[config.mk]
export PLATFORM = sky130hd
export DESIGN_NAME = seq_divider_flat
export DESIGN_NICKNAME = d
export VERILOG_FILES = /design/src/rtl/seq_divider_pkg.sv /design/src/rtl/seq_divider_if.sv /design/src/rtl/seq_divider_step.sv /design/src/rtl/seq_divider.sv /design/src/flat_wrapper.sv
export SDC_FILE = /design/constraint.sdc
export NUM_CORES = 1
export LEC_CHECK = 0
export ABC_AREA = 1
export CAP_MARGIN = 30
export CORE_MARGIN = 2
export CORE_UTILIZATION = 50
export CTS_BUF_LIST = sky130_fd_sc_hd__clkbuf_8
export DETAILED_ROUTE_END_ITERATION = 10
export PLACE_DENSITY = 0.87
export SKIP_LAST_GASP = 1
export SLEW_MARGIN = 30
export SYNTH_ARGS = -nofsm -noshare
export SYNTH_HDL_FRONTEND = slang
export SYNTH_SLANG_ARGS = --single-unit
[constraint.sdc]
create_clock -name clk -period 3.1 [get_ports clk]
set_input_delay 0.62 -clock clk [delete_from_list [all_inputs] [get_ports clk]]
set_output_delay 0.62 -clock clk [all_outputs]
set_load 0.05 [all_outputs]
[src/rtl/seq_divider_pkg.sv]
// Shared types and constants for the sequential restoring divider.
// FSM codes, default widths and the counter-width helper.
package divider_pkg;

  localparam int DEF_DIVIDEND_W = 6;
  localparam int DEF_DIVISOR_W  = 3;

  typedef enum logic [1:0] {
    IDLE = 2'd0,
    BUSY = 2'd1,
    DONE = 2'd2
  } state_t;

  function automatic int clog2(input int n);
    int r;
    r = 0;
    while ((1 << r) < n) r++;
    return (r < 1) ? 1 : r;
  endfunction

endpackage

[src/rtl/seq_divider_if.sv]
// Operand/result handshake bundle of the divider.
// Macro DIV_SIGNED_EN adds the in_signed operand flag.
interface seq_divider_if
  import divider_pkg::*;
#(
  parameter int DIVIDEND_W = DEF_DIVIDEND_W,
  parameter int DIVISOR_W  = DEF_DIVISOR_W
);

  logic                  in_valid;
  logic                  in_ready;
  logic [DIVIDEND_W-1:0] in_dividend;
  logic [DIVISOR_W-1:0]  in_divisor;
`ifdef DIV_SIGNED_EN
  logic                  in_signed;
`endif
  logic                  out_valid;
  logic                  out_ready;
  logic [DIVIDEND_W-1:0] out_quotient;
  logic [DIVISOR_W-1:0]  out_remainder;
  logic                  out_dbz;

`ifdef DIV_SIGNED_EN
  modport master (
    output in_valid, in_dividend, in_divisor,
    output in_signed, out_ready,
    input  in_ready, out_valid, out_quotient,
    input  out_remainder, out_dbz
  );

  modport slave (
    input  in_valid, in_dividend, in_divisor,
    input  in_signed, out_ready,
    output in_ready, out_valid, out_quotient,
    output out_remainder, out_dbz
  );
`else
  modport master (
    output in_valid, in_dividend, in_divisor,
    output out_ready,
    input  in_ready, out_valid, out_quotient,
    input  out_remainder, out_dbz
  );

  modport slave (
    input  in_valid, in_dividend, in_divisor,
    input  out_ready,
    output in_ready, out_valid, out_quotient,
    output out_remainder, out_dbz
  );
`endif

endinterface

[src/rtl/seq_divider_step.sv]
// One restoring division iteration (shift in a bit, trial subtract).
// Combinational; also reused by the array divider.
module divider_step #(
  parameter int DIVISOR_W = 3
) (
  input  logic [DIVISOR_W-1:0] rem_in,
  input  logic                 bit_in,
  input  logic [DIVISOR_W-1:0] divisor,
  output logic [DIVISOR_W-1:0] rem_out,
  output logic                 q_bit
);

  logic [DIVISOR_W:0] shifted;
  logic [DIVISOR_W:0] dext;

  assign shifted = {rem_in, bit_in};
  assign dext    = {1'b0, divisor};
  assign q_bit   = shifted >= dext;

  // rem_in < divisor keeps either result inside DIVISOR_W bits
  assign rem_out = DIVISOR_W'(q_bit ? shifted - dext : shifted);

endmodule

[src/rtl/seq_divider.sv]
// Radix-2 restoring divider, one quotient bit per clock.
// Macro DIV_SIGNED_EN enables two's-complement mode via in_signed.
module seq_divider
  import divider_pkg::*;
#(
  parameter int DIVIDEND_W = DEF_DIVIDEND_W,
  parameter int DIVISOR_W  = DEF_DIVISOR_W
) (
  input logic         clk,
  input logic         rst,
  seq_divider_if.slave bus
);

  localparam int QW    = DIVIDEND_W;
  localparam int RW    = DIVISOR_W;
  localparam int CNT_W = clog2(QW);

  state_t           state;
  logic [CNT_W-1:0] cnt;
  logic [QW-1:0]    dvd;
  logic [RW-1:0]    dvs;
  logic [RW-1:0]    rem;
  logic [QW-2:0]    quo;
  logic             neg_q;
  logic             neg_r;

  logic [QW-1:0]    q_out;
  logic [RW-1:0]    r_out;
  logic             dbz_out;

  logic             idle;
  logic             zero_div;
  logic             a_neg;
  logic             b_neg;
  logic [QW-1:0]    a_mag;
  logic [RW-1:0]    b_mag;

  logic [RW-1:0]    s_rem;
  logic             s_bit;
  logic [RW-1:0]    s_dvs;
  logic [RW-1:0]    s_rout;
  logic             s_q;
  logic [QW-1:0]    q_full;
  logic [QW-1:0]    q_fix;
  logic [RW-1:0]    r_fix;

  assign idle     = state == IDLE;
  assign zero_div = bus.in_divisor == '0;

`ifdef DIV_SIGNED_EN
  assign a_neg = bus.in_signed & bus.in_dividend[QW-1];
  assign b_neg = bus.in_signed & bus.in_divisor[RW-1];
`else
  assign a_neg = 1'b0;
  assign b_neg = 1'b0;
`endif

  assign a_mag = a_neg ? -bus.in_dividend : bus.in_dividend;
  assign b_mag = b_neg ? -bus.in_divisor  : bus.in_divisor;

  // The accepting edge already retires the dividend MSB
  assign s_rem = idle ? '0 : rem;
  assign s_bit = idle ? a_mag[QW-1] : dvd[cnt];
  assign s_dvs = idle ? b_mag : dvs;

  divider_step #(
    .DIVISOR_W(RW)
  ) u_step (
    .rem_in (s_rem),
    .bit_in (s_bit),
    .divisor(s_dvs),
    .rem_out(s_rout),
    .q_bit  (s_q)
  );

  assign q_full = {(idle ? {(QW-1){1'b0}} : quo), s_q};
  assign q_fix  = neg_q ? -q_full : q_full;
  assign r_fix  = neg_r ? -s_rout : s_rout;

  always_ff @(posedge clk or posedge rst) begin
    if (rst) begin
      state   <= IDLE;
      cnt     <= '0;
      dvd     <= '0;
      dvs     <= '0;
      rem     <= '0;
      quo     <= '0;
      neg_q   <= 1'b0;
      neg_r   <= 1'b0;
      q_out   <= '0;
      r_out   <= '0;
      dbz_out <= 1'b0;
    end else begin
      unique case (state)
        IDLE: begin
          if (bus.in_valid) begin
            if (zero_div) begin
              state   <= DONE;
              q_out   <= '1;
              r_out   <= bus.in_dividend[RW-1:0];
              dbz_out <= 1'b1;
            end else begin
              state <= BUSY;
              dvd   <= a_mag;
              dvs   <= b_mag;
              rem   <= s_rout;
              quo   <= q_full[QW-2:0];
              cnt   <= CNT_W'(QW-2);
              neg_q <= a_neg ^ b_neg;
              neg_r <= a_neg;
            end
          end
        end
        BUSY: begin
          rem <= s_rout;
          quo <= q_full[QW-2:0];
          if (cnt == '0) begin
            state   <= DONE;
            q_out   <= q_fix;
            r_out   <= r_fix;
            dbz_out <= 1'b0;
          end else begin
            cnt <= cnt - 1'b1;
          end
        end
        DONE: begin
          if (bus.out_ready) state <= IDLE;
        end
        default: state <= IDLE;
      endcase
    end
  end

  assign bus.in_ready      = idle;
  assign bus.out_valid     = state == DONE;
  assign bus.out_quotient  = q_out;
  assign bus.out_remainder = r_out;
  assign bus.out_dbz       = dbz_out;

endmodule

[src/flat_wrapper.sv]
// flat-port wrapper written by rule: the top's interface ports become plain ports
module seq_divider_flat import divider_pkg::*;
#(
  parameter int DIVIDEND_W = DEF_DIVIDEND_W,
  parameter int DIVISOR_W  = DEF_DIVISOR_W
)
  (clk, rst, bus_in_valid, bus_in_dividend, bus_in_divisor, bus_out_ready, bus_in_ready, bus_out_valid, bus_out_quotient, bus_out_remainder, bus_out_dbz);
  seq_divider_if #(.DIVIDEND_W(DIVIDEND_W), .DIVISOR_W(DIVISOR_W)) bus_i ();
  input logic clk;
  input logic rst;
  input wire logic [$bits(bus_i.in_valid)-1:0] bus_in_valid;
  input wire logic [$bits(bus_i.in_dividend)-1:0] bus_in_dividend;
  input wire logic [$bits(bus_i.in_divisor)-1:0] bus_in_divisor;
  input wire logic [$bits(bus_i.out_ready)-1:0] bus_out_ready;
  output wire logic [$bits(bus_i.in_ready)-1:0] bus_in_ready;
  output wire logic [$bits(bus_i.out_valid)-1:0] bus_out_valid;
  output wire logic [$bits(bus_i.out_quotient)-1:0] bus_out_quotient;
  output wire logic [$bits(bus_i.out_remainder)-1:0] bus_out_remainder;
  output wire logic [$bits(bus_i.out_dbz)-1:0] bus_out_dbz;
  assign bus_i.in_valid = bus_in_valid;
  assign bus_i.in_dividend = bus_in_dividend;
  assign bus_i.in_divisor = bus_in_divisor;
  assign bus_i.out_ready = bus_out_ready;
  assign bus_in_ready = bus_i.in_ready;
  assign bus_out_valid = bus_i.out_valid;
  assign bus_out_quotient = bus_i.out_quotient;
  assign bus_out_remainder = bus_i.out_remainder;
  assign bus_out_dbz = bus_i.out_dbz;
  seq_divider #(.DIVIDEND_W(DIVIDEND_W), .DIVISOR_W(DIVISOR_W)) u_core (.clk(clk), .rst(rst), .bus(bus_i));
endmodule
==> metrics.md, run 1 <==
| Metric | Value |
|---|---|
| Status | completed |
| P&R area growth vs syn | 23.3% |
| Syn nets | 207 |
| Max Cap Viol | 0 |
| Largest net degree at the start of global routing | 33 |
| Vias per cell | 5.02 |
| Die Wd | 62.1 um |
| Worst Path Max Fanout | 9 |
| Initial antenna violation count | 0 |
| Clock Sinks | 32 |
| Port bufs | 24 |
| Final Wtd Congestion | 0.829 |
| Reg area | 801 um^2 |
| CTS buffer count | 5 |
| Fin crit share | 84.0% |
| FILL cells | 278 |
| First-pass GRT wire length | 5490 um |
| Post-DRT Antenna Nets | 0 |
| Row count | 21 |
| Drt drc | 0 |
| Gr usage total | 18.3% |
| Initial Util | 51.4% |
| Routed wire length on met2 | 1580 um |
| Routed WL per cell | 12.2 um |
| Slew HR | 66.3% |
| Vias | 1335 |
| Clk_lat worst skew | 0.28 ns |
| Nets | 238 |
| H-tree lvl count | 2 |
| CTS clk-pin slew, worst paths | 0.07 ns |
| Yosys warning total | 0 |
| DIE AREA | 0.00386 mm^2 |
| Clock skew | 0.00546 ns |
| Commonest non-fill, non-tap cell in the layout | nand2_1 |
| Min Tclk post-route | 2.60 ns |
| Crit end category | register |
| I/O pin total | 25 |
| Routed WL | 3260 um |
| #FFs+latches synth | 32 |
| Core footprint | 0.00328 mm^2 |
| Layout cells sized above 1 | 18.2% |
| Post-DP HPWL | 2390 um |
| CTS root buf | clkbuf_8 |
| CP Launch Type | primary input |
| Hold crit path type | reg2reg |
| CTS tree | built |
| Gate Count Post-Synth | 188 |
| Crit Path Category | in2reg |
| Max Buffers Root-to-Sink | 2 |
| Main synth FF type | dfrtp_1 |
| Final-report hold violation count | 0 |
| Worst EP arrival | 2.82 ns |
| Worst EP required | 3.31 ns |
| Netlist area before placement | 0.00169 mm^2 |
| Most frequent cells in the layout | nand2_1, dfrtp_1, inv_1, clkdlybuf4s50_1, nor2_1 |
| FFs w/ async S/R, synth | 100% |
| Top Metal Used | met4 |
| DR pass1 iterations | 4 |
| # Post-CTS Setup Buffers | 0 |
| Wire length on met3 | 158 um |
| Fmax | 384 MHz |
| Cell variety after synth | 31 |
| Antenna diodes | 0 |
| Remaining Overflow, GRT | 0 |
| Worst-margin pin slew | 0.504 ns |
| Post-synth EDFFs | 0 |
| Finish-stage setup viols | 0 |
| Post-CTS Resized | 0 |
| Setup TNS | 0 ns |
| Vias in the first global route | 1280 |
| Register area share after synthesis | 47.4% |
| Chip Height | 62.1 um |
| Syn_area_per_cell | 8.98 um^2 |
| Multi-input gate area | 742 um^2 |
| Slew Viols, Final | 0 |
| RSZ-0062 raised after global routing | false |
| 1st-iter DRT viols | 62 |
| Hold-fix buffers at CTS | 0 |
| Met1 wire length | 1460 um |
==> per-stage QoR <==
stage	std cells	hold WS (ns)	utilization, %	cell area, um^2	setup slack (ns)
floorplan	188	0.451	-	1690	0.789
global placement	258	0.465	60.2	1980	0.276
detailed placement	258	0.485	60.2	1980	0.169
CTS	266	0.501	63.4	2080	0.468
global route	266	0.537	63.4	2080	0.277
finish	266	0.496	63.4	2080	0.496
==> final timing paths <==
path | startpoint | endpoint | slack (ns) | cells after the start
setup / recovery | bus_in_divisor[0] | u_core.bus.out_remainder[2] | 0.50 | 13
hold / removal | u_core.dvs[0] | u_core.dvs[0] | 0.50 | 2
setup reg to reg | u_core.state[1] | u_core.bus.out_remainder[2] | 0.64 | 14
hold reg to reg | u_core.dvs[0] | u_core.dvs[0] | 0.50 | 2
max in group asynchronous | rst | u_core.bus.out_quotient[0] | 2.08 | 3
min in group asynchronous | rst | u_core.dvd[2] | 0.72 | 3
==> sequential cells by signal, indices dropped and copies added, names as in the netlist <==
signal / count
u_core.bus.out_quotient: 6
u_core.bus.out_remainder: 3
u_core.state: 2
u_core.rem: 3
u_core.cnt: 3
u_core.quo: 5
u_core.dvd: 6
u_core.bus.out_dbz: 1
u_core.dvs: 3
==> critical path, stage by stage <==
cell	delay [ns]
clkdlybuf4s50_1	0.49
inv_1	0.09
o21ai_0	0.21
ha_1	0.18
inv_1	0.05
fa_1	0.39
inv_1	0.07
a21boi_0	0.13
nor2_4	0.22
nand2_1	0.07
o21ai_1	0.10
nand2_1	0.07
a21oi_1	0.14
==> metal layers <==
metal	GRT usage, %	vias to the layer above
met1	22.2	632
li1	-	663
met4	6.94	0
met3	5.25	7
met2	31.1	33
met5	0	-
==> layout make-up <==
cell class | instances | area share, %
timing repair buffer | 26 | 12.3
tap | 46 | 2.76
clock buffer | 5 | 3.30
sequential | 32 | 38.4
inverter | 32 | 5.77
clock inverter | 3 | 1.86
multi-input combinational | 122 | 35.6
==> Yosys cell counts, types with 6 or more instances <==
cell type   n  area share [%]
o21ai_1     6             1.8
a21oi_1    12             3.6
inv_2       6             1.3
dfrtp_1    32              47
nor2_1     16             3.6
nand3_1     7             2.1
inv_1      26             5.8
nand2_2     6             2.2
nand2_1    34             7.6
o21ai_2     6             3.1
==> cells by family (layout without fill, tap and decap cells) <==
logic type / Yosys count / after routing / share of synthesized area, %
AND/OR/NAND/NOR: 75 / 75 / 23.8
buffers and inverters: 34 / 66 / 8.67
flip-flops: 32 / 32 / 47.4
adder cells (fa/ha/maj): 6 / 6 / 4.89
XOR/XNOR: 1 / 1 / 0.519
AO/OA/AOI/OAI: 40 / 40 / 14.7
Power of run 1 is not shown: default switching activity piles up to over one toggle a cycle in this logic, so the estimate is an artifact.
==> run 2, diff against run 1 <==
clock period = 2.4 ns   (was 3.1 ns; I/O delays follow)
==> run 2 against run 1 <==
Compared with the run above:
- core utilization grew 3.7 points
- final cell count grew 4.5%
- clock-buffer cell count grew 2
- clock skew shrank 0.0025 ns
- critical path type unchanged
- via count grew 3.5%
- critical path depth is the same
- design area grew 5.9%
- routed wire length grew 3.9%
- worst hold slack lost 0.010 ns
- sequential share of layout area shrank 2.1 points
- non-clock buffer count grew 12
- worst setup slack lost 0.39 ns
==> metrics.md, run 2 (same netlist as run 1, synthesis figures left out) <==
| Metric | Value |
|---|---|
| Status | completed |
| Worst hold stages | 2 (unchanged) |
| Most used cell, CP | nand2_1 |
| Vias per cell | 4.97 (-0.95%) |
| Slew Viols, Final | 0 (unchanged) |
| Worst-margin pin slew | 0.502 ns (-0.00200 ns) |
| Remaining Overflow, GRT | 0 (unchanged) |
| Worst EP required | 2.57 ns (-0.74 ns) |
| CP Launch Type | primary input |
| Worst hold start | u_core.cnt[2] |
| Core footprint | 0.00328 mm^2 (unchanged) |
| Worst R2R Start | u_core.state[1] |
| Initial antenna violation count | 0 (unchanged) |
| Post-DRT Antenna Nets | 0 (unchanged) |
| Post-layout util | 67.2% (+3.7 points) |
| Worst EP arrival | 2.46 ns (-0.36 ns) |
| Port bufs | 24 (unchanged) |
| CTS buffer count | 5 (unchanged) |
| Row count | 21 (unchanged) |
| P&R area growth vs syn | 30.6% |
| FILL cells | 276 (-0.72%) |
| Crit-path max cell delay | 0.43 ns (-0.06 ns) |
| Die Wd | 62.1 um (unchanged) |
| Max Buffers Root-to-Sink | 2 (unchanged) |
| H-tree lvl count | 2 (unchanged) |
| Multi-input gate area | 754 um^2 (+1.7%) |
| Crit end category | register |
| Reg2reg setup slack | 0.16 ns (-0.48 ns) |
| Worst Path Max Fanout | 6 (-3) |
| Final instance area | 0.00221 mm^2 (+5.9%) |
| Worst Hold End | u_core.cnt[2] |
| Initial Util | 51.4% (unchanged) |
| FF-to-FF End | u_core.bus.out_remainder[0] |
| Most frequent cells in the layout | nand2_1, dfrtp_1, inv_1, clkdlybuf4s50_1, nor2_1 |
| Hold-fix buffers at CTS | 0 (unchanged) |
| RSZ-0062 raised after global routing | false |
| Nets | 250 (+5.0%) |
| Commonest non-fill, non-tap cell in the layout | nand2_1 |
| Vias in the first global route | 1377 (+7.6%) |
| Clock Sinks | 32 (unchanged) |
| Fmax | 436 MHz |
| Routed WL | 3380 um (+3.9%) |
| Worst r2r path cells | 14 (unchanged) |
| Finish-stage setup viols | 0 (unchanged) |
| Critical-path cell list | clkdlybuf4s50_1 > or2_4 > nand2_1 > ha_1 > inv_1 > fa_2 > inv_1 > a21boi_2 > nor2_4 > or2_1 > nand3_1 > nand2_1 > nand2_1 |
| Max Cap Viol | 0 (unchanged) |
| Hold crit path type | reg2reg |
| Antenna diodes | 0 (unchanged) |
| Largest net degree at the start of global routing | 33 (unchanged) |
| Final hold slack | 0.486 ns (-0.0102 ns) |
| CP max-delay cell | clkdlybuf4s50_1 |
| Clk_lat worst skew | 0.28 ns (about the same) |
| Drt drc | 0 (unchanged) |
| Final-report hold violation count | 0 (unchanged) |
| CTS tree | built |
| DR pass1 iterations | 4 (unchanged) |
| Vias | 1382 (+3.5%) |
| First-pass GRT wire length | 5990 um (+9.0%) |
| Final Wtd Congestion | 0.796 (-3.9%) |
| DIE AREA | 0.00386 mm^2 (unchanged) |
| Gr usage total | 19.5% (+1.2 points) |
| Slew HR | 66.4% (+0.13 points) |
| Reg area | 802 um^2 (+0.16%) |
| CTS clk-pin slew, worst paths | 0.07 ns (about the same) |
| I/O pin total | 25 (unchanged) |
| CTS root buf | clkbuf_8 |
| Chip Height | 62.1 um (unchanged) |
| Layout cells sized above 1 | 25.4% (+7.2 points) |
| DP Area | 0.00206 mm^2 (+4.1%) |
| Post-DP HPWL | 2480 um (+3.4%) |
| 1st-iter DRT viols | 60 (-3.2%) |
| Routed WL per cell | 12.2 um (-0.55%) |
| Fin crit share | 95.5% |
| Min Tclk post-route | 2.29 ns |
| Crit Path Category | in2reg |
| Clock skew | 0.00294 ns (-0.00252 ns) |
==> run 2: cell count changes in the layout (fill, tap and decap cells not counted), sizes merged <==
cell and delta:
clkdlybuf4s50 -1, clkinv -1, inv -1, buf +13, clkbuf +2
==> run 2: area by class of cell <==
| class | instances | share of cell area (%) |
|---|---|---|
| flip-flops and latches | 32 | 36.4 |
| multi-input cells | 122 | 34.2 |
| repair buffers | 38 | 15.5 |
| inverters | 32 | 5.56 |
| clock buffers | 7 | 4.37 |
| well taps | 46 | 2.61 |
| clock inverters | 1 | 1.36 |
==> run 2: layer usage <==
layer,global-route usage (%),vias to the layer above,part of all wire (%)
met1,23.5,643,43
met2,34.1,42,51
li1,-,690,-
met4,6.94,0,1.5
met5,0,-,0
met3,4.71,7,4.6
==> run 2: worst max-delay path, delay by kind of cell <==
family	cells	cell delay, ns
compound gates	1	0.07
fa+ha+maj	2	0.48
buf+inv	3	0.56
simple gates	7	0.86
==> run 2: how the worst max path moves through the flow <==
stage / from / endpoint / slack (ns) / depth (start not counted)
after floorplan: u_core.state[1] / u_core.bus.out_remainder[0] / 0.09 / 14
after global placement: bus_in_dividend[5] / u_core.bus.out_remainder[0] / -0.22 / 13
after detailed placement: bus_in_dividend[5] / u_core.bus.out_remainder[2] / -0.32 / 13
after CTS: bus_in_dividend[5] / u_core.bus.out_remainder[0] / 0.03 / 13
after global routing: bus_in_divisor[0] / u_core.bus.out_remainder[0] / 0.02 / 13
final: bus_in_dividend[5] / u_core.bus.out_remainder[0] / 0.11 / 13
==> run 2: what timing repair did <==
| item | 4_1_cts | 5_1_grt |
|---|---|---|
| pin swaps | 1 | 3 |
| setup buffers | 0 | 1 |
| setup endpoints to repair | 4 | 8 |
| gates resized for setup | 1 | 8 |
==> run 2: metrics by stage <==
step           worst slack [ns]  instances  TNS [ns]
6_report                  0.109        278         0
5_1_grt                  0.0227        278         0
4_1_cts                  0.0341        277         0
3_5_place_dp             -0.316        269     -2.10
3_3_place_gp             -0.223        269     -1.39
2_1_floorplan            0.0901        188         0
Power of run 2 is left out for the same reason.
==> run 3, diff against run 2 <==
--- a/config.mk
+++ b/config.mk
@@ -9,10 +9,10 @@
 export CAP_MARGIN = 30
 export CORE_MARGIN = 2
-export CORE_UTILIZATION = 50
+export CORE_UTILIZATION = 25
 export CTS_BUF_LIST = sky130_fd_sc_hd__clkbuf_8
 export DETAILED_ROUTE_END_ITERATION = 10
-export PLACE_DENSITY = 0.87
+export PLACE_DENSITY = 0.55
 export SKIP_LAST_GASP = 1
-export SLEW_MARGIN = 30
+export SLEW_MARGIN = 20
 export SYNTH_ARGS = -nofsm -noshare
 export SYNTH_HDL_FRONTEND = slang
==> constraint.sdc (replaced) <==
create_clock -name clk -period 2.4 [get_ports clk]
set_input_delay 0.48 -clock clk [delete_from_list [all_inputs] [get_ports clk]]
set_output_delay 0.48 -clock clk [all_outputs]
set_load 0.02 [all_outputs]
==> run 3 against run 2 <==
Compared with the run above:
- die area rose by 93%
- worst setup slack worse by 0.0071 ns
- core utilization decreased by 32 points
- maximum frequency decreased by 0.31%
- highest routed layer unchanged
==> metrics.md, run 3 (same netlist as run 1, synthesis figures left out) <==
| Metric | Value |
|---|---|
| Remaining Overflow, GRT | 0 (unchanged) |
| Worst hold stages | 2 (unchanged) |
| Cell area power density | 1640 mW/mm^2 |
| Clock Sinks | 32 (unchanged) |
| Final Wtd Congestion | 0.743 (-6.7%) |
| Slew Viols, Final | 0 (unchanged) |
| Commonest non-fill, non-tap cell in the layout | nand2_1 |
| CP Launch Type | primary input |
| DIE AREA | 0.00743 mm^2 (+93%) |
| DR pass1 iterations | 4 (unchanged) |
| Worst EP required | 2.57 ns (about the same) |
| FILL cells | 688 (+150%) |
| Setup WS post-layout | 0.101 ns (-0.00708 ns) |
| Min Tclk post-route | 2.30 ns (+0.00708 ns) |
| Clk_lat worst skew | 0.28 ns (about the same) |
| CTS root buf | clkbuf_8 |
| Worst Path Max Fanout | 8 (+2) |
| CTS tree | built |
| Crit-path max cell delay | 0.42 ns (about the same) |
| Worst Hold End | u_core.quo[0] |
| Hold crit path type | reg2reg |
| Crit end category | register |
| Vias per cell | 4.29 (-14%) |
| Routed WL | 3520 um (+4.1%) |
| Post-layout util | 34.8% (-32 points) |
| Row count | 29 (+38%) |
| Core footprint | 0.00646 mm^2 (+97%) |
| Placed cells | 301 (+12%) |
| Max Buffers Root-to-Sink | 2 (unchanged) |
| Critical-path cell list | clkdlybuf4s50_1 > or2_2 > nand2_1 > ha_1 > inv_1 > fa_2 > inv_2 > a21boi_2 > nor2_4 > or2_1 > nand3_1 > nand2_1 > nand2_1 |
| Gr usage total | 9.95% (-9.5 points) |
| Met1 wire length | 1690 um (+16%) |
| DP Area | 0.00210 mm^2 (+2.4%) |
| Reg2reg setup slack | 0.19 ns (+0.03 ns) |
| Most frequent cells in the layout | nand2_1, dfrtp_1, inv_1, clkdlybuf4s50_1, nor2_1 |
| Status | completed |
| Final-report hold violation count | 0 (unchanged) |
| Post-DRT Antenna Nets | 0 (unchanged) |
| CP max-delay cell | clkdlybuf4s50_1 |
| H-tree lvl count | 2 (unchanged) |
| Final instance area | 0.00224 mm^2 (+1.8%) |
| CTS buffer count | 5 (unchanged) |
| Most used cell, CP | nand2_1 |
| Leakage power | 0.00105 uW |
| Layout cells sized above 1 | 24.9% (-0.54 points) |
| P&R area growth vs syn | 32.9% |
| FF-to-FF End | u_core.bus.out_remainder[0] |
| Vias | 1330 (-3.8%) |
| Finish-stage setup viols | 0 (unchanged) |
| Crit path buffers/inverters | 3 (unchanged) |
| Fin crit share | 95.8% (+0.30 points) |
| Fmax | 435 MHz (-0.31%) |
| Worst r2r path cells | 14 (unchanged) |
| Crit Path Category | in2reg |
| Routed WL per cell | 11.4 um (-6.6%) |
| Vias in the first global route | 1267 (-8.0%) |
| Worst hold start | u_core.quo[0] |
| Clock skew | 0.00427 ns (+0.00133 ns) |
| Worst VDD drop | 0.000782 V |
| Wire length on met3 | 131 um (-15%) |
| Drt drc | 0 (unchanged) |
| Setup TNS | 0 ns (unchanged) |
| 1st-iter DRT viols | 18 (-70%) |
| Largest net degree at the start of global routing | 33 (unchanged) |
| Worst R2R Start | u_core.state[0] |
| Slew HR | 67.1% (+0.68 points) |
| CP delay by family, top | simple AND/OR/NAND/NOR gates |
| Top Metal Used | met4 |
| Worst EP arrival | 2.47 ns (about the same) |
| I/O pin total | 25 (unchanged) |
| Post-DP HPWL | 2610 um (+5.2%) |
| RSZ-0062 raised after global routing | false |
| Port bufs | 24 (unchanged) |
| Worst setup path startpoint | bus_in_dividend[5] |
| Worst-margin pin slew | 0.488 ns (-0.0137 ns) |
| Max Cap Viol | 0 (unchanged) |
| Nets | 251 (+0.40%) |
| Chip Height | 86.2 um (+39%) |
| Worst slack at placement | -0.315 ns (+0.00118 ns) |
| Initial antenna violation count | 0 (unchanged) |
| Routed wire length on met2 | 1670 um (-3.0%) |
| Final Non-Filler Cells | 310 (+12%) |
| Antenna diodes | 0 (unchanged) |
| Initial Util | 26.2% (-25 points) |
| Die Wd | 86.2 um (+39%) |
| First-pass GRT wire length | 5830 um (-2.7%) |
| CTS clk-pin slew, worst paths | 0.07 ns (about the same) |
## run 3: cell count changes in the layout (fill, tap and decap cells not counted)
cell             previous run  this run
inv_2                       6         8
clkdlybuf4s50_1            23        24
or2_4                       1         0
o21ai_2                     7         6
or2_2                       0         1
dfrtp_2                     1         0
dfrtp_1                    31        32
o21ai_0                     4         5
inv_1                      25        24
inv_4                       1         0
## run 3: repair_timing
| item | CTS | global route |
|---|---|---|
| pin swaps | 1 | 3 |
| endpoints found under the setup margin | 2 | 8 |
| gates resized for setup | 0 | 5 |
| buffers inserted | 0 | 1 |
| hold buffers | 0 | 0 |
## run 3: tightest hold or removal path, delay by kind of cell (launching register included)
kind            cells  cell delay, ns
compound gates      1            0.06
flops               1            0.35
simple gates        1            0.05
## run 3: final cells by class
cell class | count | area, um^2 | area share [%]
Sequential cell | 32 | 801 | 35.7
Timing Repair Buffer | 39 | 353 | 15.7
Multi-Input combinational cell | 122 | 748 | 33.3
Clock inverter | 1 | 30.0 | 1.34
Tap cell | 77 | 96.3 | 4.29
Clock buffer | 7 | 96.3 | 4.29
Inverter | 32 | 120 | 5.35
## run 3: power by group
part           total [uW]  internal [uW]  switching (uW)
registers             926            804             122
logic                2180            925            1260
clock network         569            366             203
## run 3: worst max path at each step
stage               slack, ns  cells past startpoint                     endpoint
floorplan                0.09                     14  u_core.bus.out_remainder[0]
global placement        -0.26                     13  u_core.bus.out_remainder[2]
detailed placement      -0.32                     13  u_core.bus.out_remainder[2]
CTS                     0.001                     13  u_core.bus.out_remainder[2]
global route            0.001                     13  u_core.bus.out_remainder[0]
finish                   0.10                     13  u_core.bus.out_remainder[0]
## run 3: metrics by stage
stage	total power (uW)	hold WS (ns)
2_1_floorplan	2420	0.451
3_3_place_gp	3020	0.467
3_5_place_dp	3060	0.474
4_1_cts	3650	0.495
5_1_grt	3990	0.516
6_report	3680	0.491
## run 3: layer usage
layer  vias up  track usage (%)
met1       620             12.5
li1        687                -
met4         0             2.98
met3         2             2.86
met2        21             16.7
met5         -                0
No activity file was read; power rests on OpenSTA's default activity.
